[src/rtl/ff_share_arb.sv]
// ff_share_arb: arbiter sharing one W-bit register among NREQ writers via a grant stage and a commit stage.
// Build option: define FF_ARB_FIXED_PRIO_EN for lowest-index-first arbitration instead of round-robin.
module ff_share_arb #(
    parameter int unsigned NREQ = 4,
    parameter int unsigned W    = 8
) (
    input  logic                    clk,
    input  logic                    rst_n,
    input  logic [NREQ-1:0]         req,
    input  logic [NREQ*W-1:0]       wdata,
    input  logic                    clr,
    output logic [NREQ-1:0]         gnt,
    output logic [W-1:0]            q,
    output logic [$clog2(NREQ)-1:0] owner,
    output logic                    wr_done,
    output logic                    busy
);
    localparam int unsigned IW = $clog2(NREQ);

    logic [NREQ-1:0] eligible_c;
    logic            win_vld_c;
    logic [IW-1:0]   win_idx_c;
    logic [NREQ-1:0] win_oh_c;
    logic [W-1:0]    win_data_c;

    logic            sv;
    logic [W-1:0]    sd;
    logic [IW-1:0]   sid;

    logic            en_c;
    logic [W-1:0]    d_c;
    logic [W-1:0]    r_next_c;
    logic [W-1:0]    r;

    // The current grantee sits out one cycle so a held request cannot monopolise the register.
    assign eligible_c = req & ~gnt;

`ifdef FF_ARB_FIXED_PRIO_EN
    always_comb begin
        win_vld_c = 1'b0;
        win_idx_c = '0;
        for (int unsigned i = 0; i < NREQ; i++) begin
            if (!win_vld_c && eligible_c[IW'(i)]) begin
                win_vld_c = 1'b1;
                win_idx_c = IW'(i);
            end
        end
    end
`else
    logic [IW-1:0] ptr;
    logic [IW-1:0] ptr_next_c;

    // Search starts at ptr and wraps, so the first eligible index at or after ptr wins.
    always_comb begin
        int unsigned idx;
        win_vld_c = 1'b0;
        win_idx_c = '0;
        idx       = 0;
        for (int unsigned k = 0; k < NREQ; k++) begin
            idx = 32'(ptr) + k;
            if (idx >= NREQ) begin
                idx = idx - NREQ;
            end
            if (!win_vld_c && eligible_c[IW'(idx)]) begin
                win_vld_c = 1'b1;
                win_idx_c = IW'(idx);
            end
        end
    end

    always_comb begin
        ptr_next_c = ptr;
        if (win_vld_c) begin
            ptr_next_c = (win_idx_c == IW'(NREQ - 1)) ? '0 : win_idx_c + IW'(1);
        end
    end

    always_ff @(posedge clk or negedge rst_n) begin
        if (!rst_n) begin
            ptr <= '0;
        end else begin
            ptr <= ptr_next_c;
        end
    end
`endif

    assign win_oh_c   = win_vld_c ? (NREQ'(1) << win_idx_c) : '0;
    assign win_data_c = wdata[32'(win_idx_c) * W +: W];

    // Grant stage: one-hot pulse plus the winner's data and index held for commit.
    always_ff @(posedge clk or negedge rst_n) begin
        if (!rst_n) begin
            gnt <= '0;
            sv  <= 1'b0;
            sd  <= '0;
            sid <= '0;
        end else begin
            gnt <= win_oh_c;
            sv  <= win_vld_c;
            if (win_vld_c) begin
                sd  <= win_data_c;
                sid <= win_idx_c;
            end
        end
    end

    assign en_c = sv;
    assign d_c  = sd;

    // Storage next-state; clear overrides a pending commit.
    always_comb begin
        r_next_c = r;
        if (clr) begin
            r_next_c = '0;
        end else if (en_c) begin
            r_next_c = d_c;
        end
    end

    always_ff @(posedge clk or negedge rst_n) begin
        if (!rst_n) begin
            r       <= '0;
            owner   <= '0;
            wr_done <= 1'b0;
        end else begin
            r       <= r_next_c;
            wr_done <= en_c & ~clr;
            if (clr) begin
                owner <= '0;
            end else if (en_c) begin
                owner <= sid;
            end
        end
    end

    assign q    = r;
    assign busy = sv;

endmodule

[config.mk]
export PLATFORM = sky130hd
export DESIGN_NAME = ff_share_arb
export DESIGN_NICKNAME = d
export VERILOG_FILES = /design/src/rtl/ff_share_arb.sv
export SDC_FILE = /design/constraint.sdc
export NUM_CORES = 1
export LEC_CHECK = 0
export ABC_CLOCK_PERIOD_IN_PS = 1800
export CORE_MARGIN = 5
export CORE_UTILIZATION = 55
export CTS_CLUSTER_SIZE = 28
export DETAILED_ROUTE_END_ITERATION = 7
export DONT_BUFFER_PORTS = 1
export PLACE_DENSITY = 0.82
export SYNTH_ARGS = -nofsm -noshare
export SYNTH_HDL_FRONTEND = slang
export SYNTH_SLANG_ARGS = --single-unit
[constraint.sdc]
create_clock -name clk -period 1.8 [get_ports clk]
set_clock_uncertainty 0.2 [all_clocks]
set_input_delay 0.36 -clock clk [delete_from_list [all_inputs] [get_ports clk]]
set_output_delay 0.36 -clock clk [all_outputs]
set_load 0.005 [all_outputs]
==> results of run 1 <==
==> sequential cells by signal, summed over array words and instances (netlist names) <==
| signal | cells |
|---|---|
| d_c | 8 |
| q | 8 |
| gnt | 4 |
| owner | 2 |
| ptr | 2 |
| sid | 2 |
| busy | 1 |
| wr_done | 1 |
==> cells by family (layout without fill, tap and decap cells) <==
family | after synthesis | in the layout | share of synthesized area
adder cells (fa/ha/maj) | 1 | 1 | 0.00915
AO/OA/AOI/OAI | 20 | 20 | 0.116
AND/OR/NAND/NOR | 36 | 36 | 0.129
flip-flops | 28 | 28 | 0.512
multiplexers | 26 | 26 | 0.190
buffers and inverters | 9 | 25 | 0.0430
==> cell usage after synthesis <==
cell type  count  area [um^2]
a21bo_2        1         10.0
a21boi_0       1         7.51
a21o_1         1         7.51
a21oi_1        1         5.00
a221oi_1      10         87.6
a22oi_2        1         12.5
a31oi_1        1         6.26
and2_1         2         12.5
and2_2         1         7.51
buf_1          1         3.75
buf_12         1         20.0
buf_2          1         5.00
buf_6          1         11.3
clkbuf_1       1         3.75
dfrtp_1       28          701
ha_1           1         12.5
inv_1          2         7.51
inv_2          2         7.51
mux2i_1       26          260
nand2_1        7         26.3
nand2b_1       1         6.26
nand2b_2       1         8.76
nor2_1        19         71.3
nor2b_1        1         6.26
nor2b_4        2         27.5
nor3_1         2         10.0
o21ai_0        2         10.0
o21ai_1        1         5.00
o31ai_1        1         7.51
==> layout make-up <==
cell class | instances | area [um^2]
fill | 180 | 739
inverter | 4 | 17.5
tap | 30 | 37.5
clock buffer | 3 | 22.5
clock inverter | 1 | 30.0
sequential | 28 | 701
timing repair buffer | 17 | 193
multi-input combinational | 83 | 692
==> repair_timing <==
action	4_1_cts	5_1_grt
hold buffers	3	0
gates cloned	0	2
setup buffers	0	1
pin swaps	2	1
resized for setup	2	7
setup endpoints to repair	11	14
hold endpoints to repair	39	0
==> metal layers <==
metal  routed length (um)  vias up  global-route usage
met5                    0        -                   0
met4                   38        0              0.0570
met3                  264        4              0.0540
met2                 1700       49               0.315
met1                 1280      502               0.208
li1                     -      457                   -
==> through the flow <==
| stage | utilization | instances |
|---|---|---|
| floorplan | - | 120 |
| global placement | 0.610 | 156 |
| detailed placement | 0.610 | 156 |
| CTS | 0.656 | 163 |
| global route | 0.696 | 166 |
| finish | 0.696 | 166 |
==> path summary, 6_finish.rpt <==
path	slack [ns]	from	to	cells past startpoint
max in group asynchronous	1.00	rst_n	gnt[2]$_DFF_PN0_	2
min in group asynchronous	0.25	rst_n	owner[1]$_DFFE_PN0P_	2
max reg2reg	-0.11	gnt[0]$_DFF_PN0_	d_c[7]$_DFFE_PN0P_	6
min	0.06	wdata[15]	d_c[7]$_DFFE_PN0P_	2
max	-0.11	gnt[0]$_DFF_PN0_	d_c[7]$_DFFE_PN0P_	6
min reg2reg	0.33	sid[0]$_DFFE_PN0P_	sid[0]$_DFFE_PN0P_	2
==> power groups by stage <==
stage / registers [mW] / logic (mW) / clock network, mW
floorplan: 1.05 / 1.02 / 0
global placement: 1.09 / 1.26 / 0
detailed placement: 1.11 / 1.32 / 0
CTS: 1.10 / 1.39 / 0.415
global route: 1.13 / 1.83 / 0.441
finish: 1.10 / 1.69 / 0.409
==> impl_metrics.ini, run 1 <==
[status]
status = complete, but fails checks
violations = setup timing

[pwr]
peakVddDrop_mv = 0.957
p_int_mw = 2.02
p_leak_nw = 0.852
design_power_total_mw = 3.20
seqPwrFrac = 0.344
p_sw_mw = 1.18
power_density_nw_per_um2 = 1890
switching_share = 0.369
comb_power_share = 0.528
clkPwrFrac = 0.128

[critical_path]
worst-path-max-fanout = 6
path_delay_family = compound AO/OA/AOI/OAI gates
path_cells = nor2b_4, nand2_1, a21oi_1, nor2_2, buf_4, a221oi_1
cp.arrival_ns = 1.95
path_class = flop to flop
cpPeakStageDelay_ns = 0.44
worstPathRequired_ns = 1.84
cp-start-kind = flop
cp_slowest_cell = dfrtp_1
crit_path_end_kind = flop
path_buf_inv = 1

[final_layout]
final_cell_area_um2 = 1690
mostFrequentLayoutCells = dfrtp_1 (28), mux2i_1 (25), nor2_1 (18), buf_4 (11), nand2_1 (7)
layout_commonest_cell = dfrtp_1
drive_above_1_share = 0.287
fin_nets = 177
synthToLayoutAreaGrowth_pct = 23.8
n_antenna_cell = 0

[detailed_routing]
drc = 0
drt_iter0_markers = 20
drt_wl_total_um = 3280
firstDrtPassIters = 4
ant_nets = 0
wl_per_cell_um = 19.8
routed_via_density = 6.10
vias = 1012

[sta]
rsz0062_at_grt = true
slew_viol_final = 0
setup-violations-final = 12
timing.fmax_ghz = 0.522
worst_slack_ns = -0.114
finalCritPeriodShare = 1.06
tightest_slew_ns = 0.437
fin_hold_ws_ns = 0.0569
slew_headroom = 0.708
min_period_ns = 1.91
tns_ns = -0.874
finalHoldViolCount = 0

[clock_tree]
tritoncts = done
path_clk_slew_ns = 0.15
clk_latency_ns = 0.32
h-tree-depth = 1
cts-root-buf = clkbuf_4
cts.sinks = 28
numCtsBuffers = 3
clockBufferDepth = 2

[grt]
antenna_found_initial = 0
grt_max_degree = 29
gr-usage-all-layers = 0.180
grt_pass1_wl_um = 4820
grt_pass1_vias = 1080
grt-ovfl-total = 0

[synth]
synthesis.area_um2 = 1370
synth_warnings = 0
ys_seq_elements = 28
avgSynthCellArea_um2 = 11.4
ys_seq_area_frac = 0.512
synth_cell_types = 29
syn_inst = 120
syn_nets = 160

[placement]
io_buffers = 0
place_congestion = 0.766
pre_cts_ws_ns = -0.0563
postPlaceCellArea_um2 = 1480
dpl.hpwl_um = 2160

[die]
start_util = 0.562
die-area_um2 = 3580
die_h_um = 59.9
ios = 55
chipWidth_um = 59.9
fp.coreArea_um2 = 2430
rows = 18

[worst_hold_path]
hp-class = input port to flop

[job]
cap_violations = 0
(Power assumes the default switching activity.)
==> run 2, diff against run 1 <==
--- a/config.mk
+++ b/config.mk
@@ -5,12 +5,13 @@
 export SDC_FILE = /design/constraint.sdc
 export NUM_CORES = 1
 export LEC_CHECK = 0
-export ABC_CLOCK_PERIOD_IN_PS = 1800
+export ABC_CLOCK_PERIOD_IN_PS = 1650
 export CORE_MARGIN = 5
 export CORE_UTILIZATION = 55
 export CTS_CLUSTER_SIZE = 28
 export DETAILED_ROUTE_END_ITERATION = 7
 export DONT_BUFFER_PORTS = 1
+export MAX_ROUTING_LAYER = met4
 export PLACE_DENSITY = 0.82
 export SYNTH_ARGS = -nofsm -noshare
 export SYNTH_HDL_FRONTEND = slang
==> constraint.sdc (replaced) <==
create_clock -name clk -period 1.65 [get_ports clk]
set_clock_uncertainty 0.2 [all_clocks]
set_input_delay 0.33 -clock clk [delete_from_list [all_inputs] [get_ports clk]]
set_output_delay 0.33 -clock clk [all_outputs]
set_load 0.005 [all_outputs]
==> run 2 against run 1 <==
Effect of this change:
- the flow still finishes with violations (setup timing)
- first-iteration DRC count grew 120%
- non-clock buffer count grew 5
- global-route usage grew 0.93 points
- clock power grew 9.8%
- flip-flop and latch count is the same
- critical path depth grew 1
- critical endpoint is now d_c[3]$_DFFE_PN0P_
- largest cell class unchanged
==> impl_metrics.ini, run 2 (same netlist as run 1, synthesis figures left out) <==
[status]
status = complete, but fails checks
violations = setup timing

[die]
start_util = 0.562
die-area_um2 = 3580
rows = 18
chipWidth_um = 59.9
fp.coreArea_um2 = 2430
ios = 55
die_h_um = 59.9

[final_layout]
drive_above_1_share = 0.298
n_antenna_cell = 0
layout_commonest_cell = dfrtp_1
register_area_um2 = 702
finalNonFillerCells = 171
mostFrequentLayoutCells = dfrtp_1 (27), mux2i_1 (26), nor2_1 (18), buf_4 (17), a221oi_1 (8)
final_cell_area_um2 = 1690
synthToLayoutAreaGrowth_pct = 23.7
multi_input_area_um2 = 681
fillerInstances = 172
fin_nets = 182

[placement]
place_congestion = 0.681
dp.cells = 161
postPlaceCellArea_um2 = 1540
pre_cts_ws_ns = -0.290
io_buffers = 0
dpl.hpwl_um = 2250

[critical_path]
cp_slowest_cell = dfrtp_1
path_class = flop to flop
reg2reg_slack_ns = -0.23
cp-start-kind = flop
crit_path_end_kind = flop
path_cells = nor2b_4, buf_6, a221oi_2, o21ai_2, buf_12, mux2i_1, a221oi_1
path_buf_inv = 2
cpPeakStageDelay_ns = 0.43
worst-path-max-fanout = 19
worstPathRequired_ns = 1.69
path_delay_family = compound AO/OA/AOI/OAI gates
cp.arrival_ns = 1.92

[sta]
slew_viol_final = 0
min_period_ns = 1.88
timing.fmax_ghz = 0.532
setup-violations-final = 14
tightest_slew_ns = 0.412
slew_headroom = 0.725
worst_slack_ns = -0.231
rsz0062_at_grt = true
finalHoldViolCount = 0
finalCritPeriodShare = 1.14

[worst_hold_path]
hp-class = input port to flop

[detailed_routing]
firstDrtPassIters = 4
drc = 0
vias = 1025
wl_per_cell_um = 19.1
ant_nets = 0
drt_iter0_markers = 44
routed_via_density = 5.99
drt_wl_total_um = 3270

[clock_tree]
numCtsBuffers = 3
clk_latency_ns = 0.33
cts.sinks = 28
h-tree-depth = 1
tritoncts = done
cts-root-buf = clkbuf_4
path_clk_slew_ns = 0.15
clockBufferDepth = 2

[grt]
grt_pass1_vias = 1118
grt_max_degree = 29
grt-ovfl-total = 0
gr-usage-all-layers = 0.189
antenna_found_initial = 0
grt_pass1_wl_um = 4910

[pwr]
power_density_nw_per_um2 = 1980
p_leak_nw = 0.859
peakVddDrop_mv = 1.66

[job]
cap_violations = 0
[run 2: cell types whose count changed in the layout (fill, tap and decap cells not counted), moves of 2 or more]
cell	before	now
a221oi_1	6	8
clkbuf_16	2	0
buf_4	11	17
a221oi_2	4	2
[run 2: worst paths after layout]
| check | start | endpoint | depth (start not counted) |
|---|---|---|---|
| worst max-delay path | gnt[2]$_DFF_PN0_ | d_c[3]$_DFFE_PN0P_ | 7 |
| worst min-delay path | wdata[10] | d_c[2]$_DFFE_PN0P_ | 2 |
| min in group asynchronous | rst_n | owner[0]$_DFFE_PN0P_ | 2 |
| max in group asynchronous | rst_n | ptr[1]$_DFFE_PN0P_ | 2 |
| worst min register to register | ptr[0]$_DFFE_PN0P_ | ptr[0]$_DFFE_PN0P_ | 2 |
| worst max register to register | gnt[2]$_DFF_PN0_ | d_c[3]$_DFFE_PN0P_ | 7 |
[run 2: cell type report]
type | instances | area share
clock buffer | 3 | 0.0133
clock inverter | 1 | 0.0178
inverter | 4 | 0.0118
multi-input combinational | 83 | 0.402
sequential | 28 | 0.415
tap | 30 | 0.0222
timing repair buffer | 22 | 0.118
[run 2: what timing repair did]
| action | in CTS | in global routing |
|---|---|---|
| hold buffers | 3 | 0 |
| buffers inserted | 2 | 1 |
| resized for setup | 3 | 5 |
| pin swaps | 1 | 1 |
| hold endpoints to repair | 39 | 0 |
| endpoints found under the setup margin | 15 | 15 |
| cloned | 0 | 0 |
[run 2: report_power, final]
group	internal (mW)	leakage (nW)	total (mW)	switching (mW)
clock network	0.246	0.0279	0.449	0.203
registers	0.981	0.339	1.18	0.204
logic	0.868	0.492	1.72	0.849
total	2.09	0.859	3.35	1.26
[run 2: stage by stage]
stage | hold slack [ns] | utilization | TNS [ns] | power, mW
after floorplan | -0.166 | - | -0.957 | 2.31
after global placement | -0.165 | 0.634 | -1.85 | 2.66
after detailed placement | -0.165 | 0.634 | -2.78 | 2.74
after CTS | 0.0158 | 0.682 | -2.56 | 3.28
after global routing | 0.0116 | 0.695 | -3.30 | 3.55
final | 0.0259 | 0.695 | -2.15 | 3.35
[run 2: routing by layer]
metal / GRT usage / vias to the layer above / part of all wire
li1: - / 476 / -
met1: 0.225 / 501 / 0.43
met2: 0.307 / 42 / 0.49
met3: 0.0518 / 6 / 0.066
met4: 0.0665 / 0 / 0.021
met5: - / - / 0
